`src/rtl/counter_load_ctrl_if.sv`:
```
// counter_load_ctrl_if
// Bundles the request handshake, the status outputs and the counter-side
// control/observation signals of counter_load_ctrl.
//   req_valid/req_ready/req_value/req_runs : request handshake
//   abort                                  : cancel the running operation
//   ld_enb/data_in/count_enb               : drive the loadable counter
//   count_out/tc                           : observed counter outputs
//   busy/done/err/err_code                 : status back to the sequencer
// Modports:
//   slave  - the controller itself (takes requests, drives the counter)
//   master - the environment: sequencer plus the counter instance
interface counter_load_ctrl_if #(
    parameter int WIDTH  = 3,
    parameter int RUNS_W = 4
);
    logic              req_valid;
    logic              req_ready;
    logic [WIDTH-1:0]  req_value;
    logic [RUNS_W-1:0] req_runs;
    logic              abort;
    logic              ld_enb;
    logic [WIDTH-1:0]  data_in;
    logic              count_enb;
    logic [WIDTH-1:0]  count_out;
    logic              tc;
    logic              busy;
    logic              done;
    logic              err;
    logic [1:0]        err_code;

    modport slave (
        input  req_valid, req_value, req_runs, abort, count_out, tc,
        output req_ready, ld_enb, data_in, count_enb, busy, done, err, err_code
    );

    modport master (
        output req_valid, req_value, req_runs, abort, count_out, tc,
        input  req_ready, ld_enb, data_in, count_enb, busy, done, err, err_code
    );
endinterface

```
`src/rtl/counter_load_ctrl.sv`:
```
// counter_load_ctrl
// Loads a preset into an up-counter, runs it until the requested number of
// terminal counts has been observed, and checks every running cycle against
// a shadow expected value. Reports a one-cycle done pulse or a sticky error.
// Ports:
//   clk  - rising-edge clock shared with the counter
//   rst  - asynchronous active-high reset
//   bus  - counter_load_ctrl_if.slave (request, counter control/observe, status)
// Error codes: 00 none, 01 count value mismatch, 10 tc mismatch.
module counter_load_ctrl #(
    parameter int WIDTH  = 3,
    parameter int RUNS_W = 4
) (
    input  logic                  clk,
    input  logic                  rst,
    counter_load_ctrl_if.slave    bus
);

    localparam logic [1:0] IDLE = 2'd0;
    localparam logic [1:0] LOAD = 2'd1;
    localparam logic [1:0] RUN  = 2'd2;
    localparam logic [1:0] DONE = 2'd3;

    logic [1:0]        state;
    logic [WIDTH-1:0]  exp_val;   // value the counter must show this RUN cycle
    logic [WIDTH-1:0]  data_q;
    logic [RUNS_W-1:0] run_cnt;   // tc events seen so far
    logic [RUNS_W-1:0] run_tgt;   // tc events required (never 0)
    logic              err_q;
    logic [1:0]        code_q;

    logic              all_ones;
    logic [RUNS_W:0]   run_cnt_inc;

    assign all_ones    = (bus.count_out == {WIDTH{1'b1}});
    // One extra bit so the compare never wraps.
    assign run_cnt_inc = {1'b0, run_cnt} + {{RUNS_W{1'b0}}, 1'b1};

    always_ff @(posedge clk or posedge rst) begin
        if (rst) begin
            state   <= IDLE;
            exp_val <= '0;
            data_q  <= '0;
            run_cnt <= '0;
            run_tgt <= '0;
            err_q   <= 1'b0;
            code_q  <= 2'b00;
        end else begin
            case (state)
                IDLE: begin
                    if (bus.req_valid) begin
                        exp_val <= bus.req_value;
                        data_q  <= bus.req_value;
                        run_tgt <= (bus.req_runs == '0) ? RUNS_W'(1) : bus.req_runs;
                        run_cnt <= '0;
                        err_q   <= 1'b0;
                        code_q  <= 2'b00;
                        state   <= LOAD;
                    end
                end
                // The counter takes data_in on the edge leaving LOAD, so the
                // first RUN cycle already shows the preset.
                LOAD: state <= bus.abort ? IDLE : RUN;
                RUN: begin
                    if (bus.abort) begin
                        state <= IDLE;
                    end else if (bus.count_out != exp_val) begin
                        state  <= IDLE;
                        err_q  <= 1'b1;
                        code_q <= 2'b01;
                    end else if (bus.tc != all_ones) begin
                        state  <= IDLE;
                        err_q  <= 1'b1;
                        code_q <= 2'b10;
                    end else if (bus.tc && (run_cnt_inc == {1'b0, run_tgt})) begin
                        state <= DONE;
                    end else begin
                        exp_val <= exp_val + 1'b1;
                        if (bus.tc)
                            run_cnt <= run_cnt + 1'b1;
                    end
                end
                default: state <= IDLE;   // DONE lasts one cycle
            endcase
        end
    end

    // All control/status outputs decode the state register only, so reset
    // drops ld_enb/count_enb immediately.
    assign bus.req_ready = (state == IDLE);
    assign bus.busy      = (state != IDLE);
    assign bus.ld_enb    = (state == LOAD);
    assign bus.count_enb = (state == RUN);
    assign bus.done      = (state == DONE);
    assign bus.data_in   = data_q;
    assign bus.err       = err_q;
    assign bus.err_code  = code_q;

endmodule

```
`src/flat_wrapper.sv`:
```
// flat-port wrapper written by rule: the top's interface ports become plain ports
module counter_load_ctrl_flat 
#(
    parameter int WIDTH  = 3,
    parameter int RUNS_W = 4
)
  (clk, rst, bus_req_valid, bus_req_value, bus_req_runs, bus_abort, bus_count_out, bus_tc, bus_req_ready, bus_ld_enb, bus_data_in, bus_count_enb, bus_busy, bus_done, bus_err, bus_err_code);
  counter_load_ctrl_if #(.WIDTH(WIDTH), .RUNS_W(RUNS_W)) bus_i ();
  input  logic clk;
  input  logic rst;
  input wire logic [$bits(bus_i.req_valid)-1:0] bus_req_valid;
  input wire logic [$bits(bus_i.req_value)-1:0] bus_req_value;
  input wire logic [$bits(bus_i.req_runs)-1:0] bus_req_runs;
  input wire logic [$bits(bus_i.abort)-1:0] bus_abort;
  input wire logic [$bits(bus_i.count_out)-1:0] bus_count_out;
  input wire logic [$bits(bus_i.tc)-1:0] bus_tc;
  output wire logic [$bits(bus_i.req_ready)-1:0] bus_req_ready;
  output wire logic [$bits(bus_i.ld_enb)-1:0] bus_ld_enb;
  output wire logic [$bits(bus_i.data_in)-1:0] bus_data_in;
  output wire logic [$bits(bus_i.count_enb)-1:0] bus_count_enb;
  output wire logic [$bits(bus_i.busy)-1:0] bus_busy;
  output wire logic [$bits(bus_i.done)-1:0] bus_done;
  output wire logic [$bits(bus_i.err)-1:0] bus_err;
  output wire logic [$bits(bus_i.err_code)-1:0] bus_err_code;
  assign bus_i.req_valid = bus_req_valid;
  assign bus_i.req_value = bus_req_value;
  assign bus_i.req_runs = bus_req_runs;
  assign bus_i.abort = bus_abort;
  assign bus_i.count_out = bus_count_out;
  assign bus_i.tc = bus_tc;
  assign bus_req_ready = bus_i.req_ready;
  assign bus_ld_enb = bus_i.ld_enb;
  assign bus_data_in = bus_i.data_in;
  assign bus_count_enb = bus_i.count_enb;
  assign bus_busy = bus_i.busy;
  assign bus_done = bus_i.done;
  assign bus_err = bus_i.err;
  assign bus_err_code = bus_i.err_code;
  counter_load_ctrl #(.WIDTH(WIDTH), .RUNS_W(RUNS_W)) u_core (.clk(clk), .rst(rst), .bus(bus_i));
endmodule
```
`config.mk`:
```
export PLATFORM = sky130hd
export DESIGN_NAME = counter_load_ctrl_flat
export DESIGN_NICKNAME = d
export VERILOG_FILES = /design/src/rtl/counter_load_ctrl_if.sv /design/src/rtl/counter_load_ctrl.sv /design/src/flat_wrapper.sv
export SDC_FILE = /design/constraint.sdc
export NUM_CORES = 1
export LEC_CHECK = 0
export ABC_AREA = 1
export CAP_MARGIN = 20
export CORE_MARGIN = 3
export CORE_UTILIZATION = 52
export CTS_CLUSTER_SIZE = 24
export DETAILED_ROUTE_END_ITERATION = 7
export PLACE_DENSITY = 0.84
export RECOVER_POWER = 50
export SLEW_MARGIN = 20
export SYNTH_ARGS = -nofsm -noshare
export SYNTH_HDL_FRONTEND = slang
export SYNTH_SLANG_ARGS = --single-unit
```
`constraint.sdc`:
```
create_clock -name clk -period 4.62 [get_ports clk]
set_input_delay 1.386 -clock clk [delete_from_list [all_inputs] [get_ports clk]]
set_output_delay 1.386 -clock clk [all_outputs]
set_load 0.05 [all_outputs]
```
==> flow_summary.ini <==
[clock_network]
ctsHoldBuffers = 0
numCtsBuffers = 3
cts_sinks = 19
clk_latency_ns = 0.30
clockBufferDepth = 2
cts_tree = built
post_cts_buffers = 0
clk_pin_slew_ns = 0.11
ctsResizeCount = 0
cts_max_level = 1
root_buffer = clkbuf_4

[sta]
timing.final.crit_share_pct = 71.2
max_freq_mhz = 304
max-slew-margin-rel_pct = 52.5
finalWorstSetupSlack_ns = 1.33
hold_slack_ns = 0.498
finalHoldViolations = 0
drv_slew = 0
setup-violations-final = 0
rsz0062_at_grt = false
fin_crit_ns = 3.29
worst-slew-pin-transition_ns = 0.711
setup_tns_ns = 0
fin_skew_ns = 0.00829

[global_route]
grt_pass1_vias = 1124
grt_pass1_wl_microns = 4640
grt_max_degree = 20
track_usage_pct = 22.2
antenna_found_initial = 0
overflow = 0

[worst_setup_path]
r2r_start = u_core.state[0]
path_cells = inv_2 -> nand2_2 -> inv_4 -> clkdlybuf4s50_1
worstPathMaxFanout = 11
crit_path_start_kind = flip-flop
cp-end-kind = output pin
slowest_stage = clkdlybuf4s50_1
crit_end = bus_count_enb
worstPathArrival_ns = 1.90
slowest_delay_ns = 0.81
reg2reg_slack_ns = 2.88
crit_required_ns = 3.23
r2r_cells = 10
crit_start = u_core.state[0]
path_class = reg2out
r2r_end = u_core.run_cnt[1]

[routing]
first_pass_iters = 4
ant_nets = 0
avgRoutedWirePerCell_microns = 12.2
drc_errors = 0
wirelength_microns = 2650
first_iter_violations = 28
vias = 1152
via_per_inst = 5.28

[finish]
num_antenna_cells = 0
layout_commonest_cell = nand2_1
final_cell_area_sq_mm = 0.00148
drive_above_1_share_pct = 11.5
instances_no_fill = 218
area_growth_pct = 25.3
final_cell_mix = 61 x nand2_1, 23 x clkdlybuf4s50_1, 19 x dfrtp_1, 18 x inv_1, 12 x nor2_1
layout.nets = 209
utilization_pct = 71.7

[floorplan]
die_area_sq_mm = 0.00288
initial_core_util_pct = 57.2
num_rows = 16
core_area_sq_mm = 0.00206
die_w_microns = 53.6
die_h_microns = 53.6
io_pins = 26

[place]
io_buffer_count = 25
place_area_sq_mm = 0.00146
place_hpwl_microns = 2140
preCtsSetupSlack_ns = 1.67
dp.cells = 214
place.gp.congestion = 0.795

[min_path]
hold_class = reg2reg
hold_path_depth = 2

[pwr]
p_leak_nw = 0.740
power.density_mw_per_mm2 = 600
power.total_mw = 0.887
irDropWorstVdd_mv = 0.429

[logic_synthesis]
synth.avg_cell_area_sq_um = 7.19
synth_nets = 181
synthDistinctLibCells = 22
yosysWarningCount = 0
synthCells = 164
syn_area_sq_mm = 0.00118
synth_seq_area_share_pct = 40.3
synth.ff_latch_count = 19

[job]
drv_cap = 0

[status]
status = completed
## cell families after synthesis
kind of cell             synth area share [%]
flip-flops                               40.3
adder cells (fa/ha/maj)                  2.12
buffers and inverters                    8.27
AND/OR/NAND/NOR                          42.1
XOR/XNOR                                 2.23
AO/OA/AOI/OAI                            4.98
## where the power goes
part | leakage, nW | internal, mW | switching [mW]
Clock | 0.0150 | 0.0336 | 0.0495
Combinational | 0.481 | 0.174 | 0.348
Sequential | 0.244 | 0.228 | 0.0538
## sequential cells by signal, indices dropped and copies added, names as in the netlist
name and count:
u_core.bus.data_in 3, u_core.bus.err 1, u_core.bus.err_code 2, u_core.exp_val 3
u_core.run_cnt 4, u_core.run_tgt 4, u_core.state 2
## per-layer routing
metal | GRT usage [%] | vias to the layer above | share of wire [%]
met1 | 24.6 | 524 | 40
met5 | 0 | - | 0
li1 | - | 572 | -
met2 | 40.4 | 45 | 51
met3 | 3.60 | 11 | 5.5
met4 | 11.5 | 0 | 3.1
## layout make-up
| type | instances | area [sq um] |
|---|---|---|
| clock buffers | 4 | 26.3 |
| fillers | 175 | 583 |
| inverters | 23 | 88.8 |
| multi-input cells | 120 | 604 |
| flip-flops and latches | 19 | 475 |
| well taps | 27 | 33.8 |
| repair buffers | 25 | 250 |
## worst max-delay path: cells and delay by family, from the launching register on
family                 cells  cell delay, ns
DFF                        1            0.44
buffers and inverters      3            1.03
and+or+nand+nor            1            0.13
## cells in the mapped netlist (all sizes together)
| master | instances | area [sq um] |
|---|---|---|
| xnor2 | 3 | 26.3 |
| nor2 | 17 | 91.3 |
| clkbuf | 1 | 3.75 |
| dfrtp | 19 | 475 |
| buf | 1 | 5.00 |
| o21ai | 9 | 45.0 |
| nand2 | 66 | 263 |
| nand3 | 9 | 67.6 |
| ha | 2 | 25.0 |
| nand4 | 10 | 62.6 |
| a21oi | 2 | 13.8 |
| inv | 23 | 88.8 |
| nand3b | 1 | 7.51 |
| nor3 | 1 | 5.00 |
## worst min path at each step
stage	startpoint	end	slack, ns
CTS	u_core.bus.data_in[2]	u_core.bus.data_in[2]	0.50
floorplan	u_core.run_tgt[2]	u_core.run_tgt[2]	0.46
global route	u_core.bus.data_in[2]	u_core.bus.data_in[2]	0.53
finish	u_core.bus.data_in[2]	u_core.bus.data_in[2]	0.50
detailed placement	u_core.bus.data_in[1]	u_core.bus.data_in[1]	0.47
global placement	u_core.bus.data_in[1]	u_core.bus.data_in[1]	0.46
(Power assumes the default switching activity.)
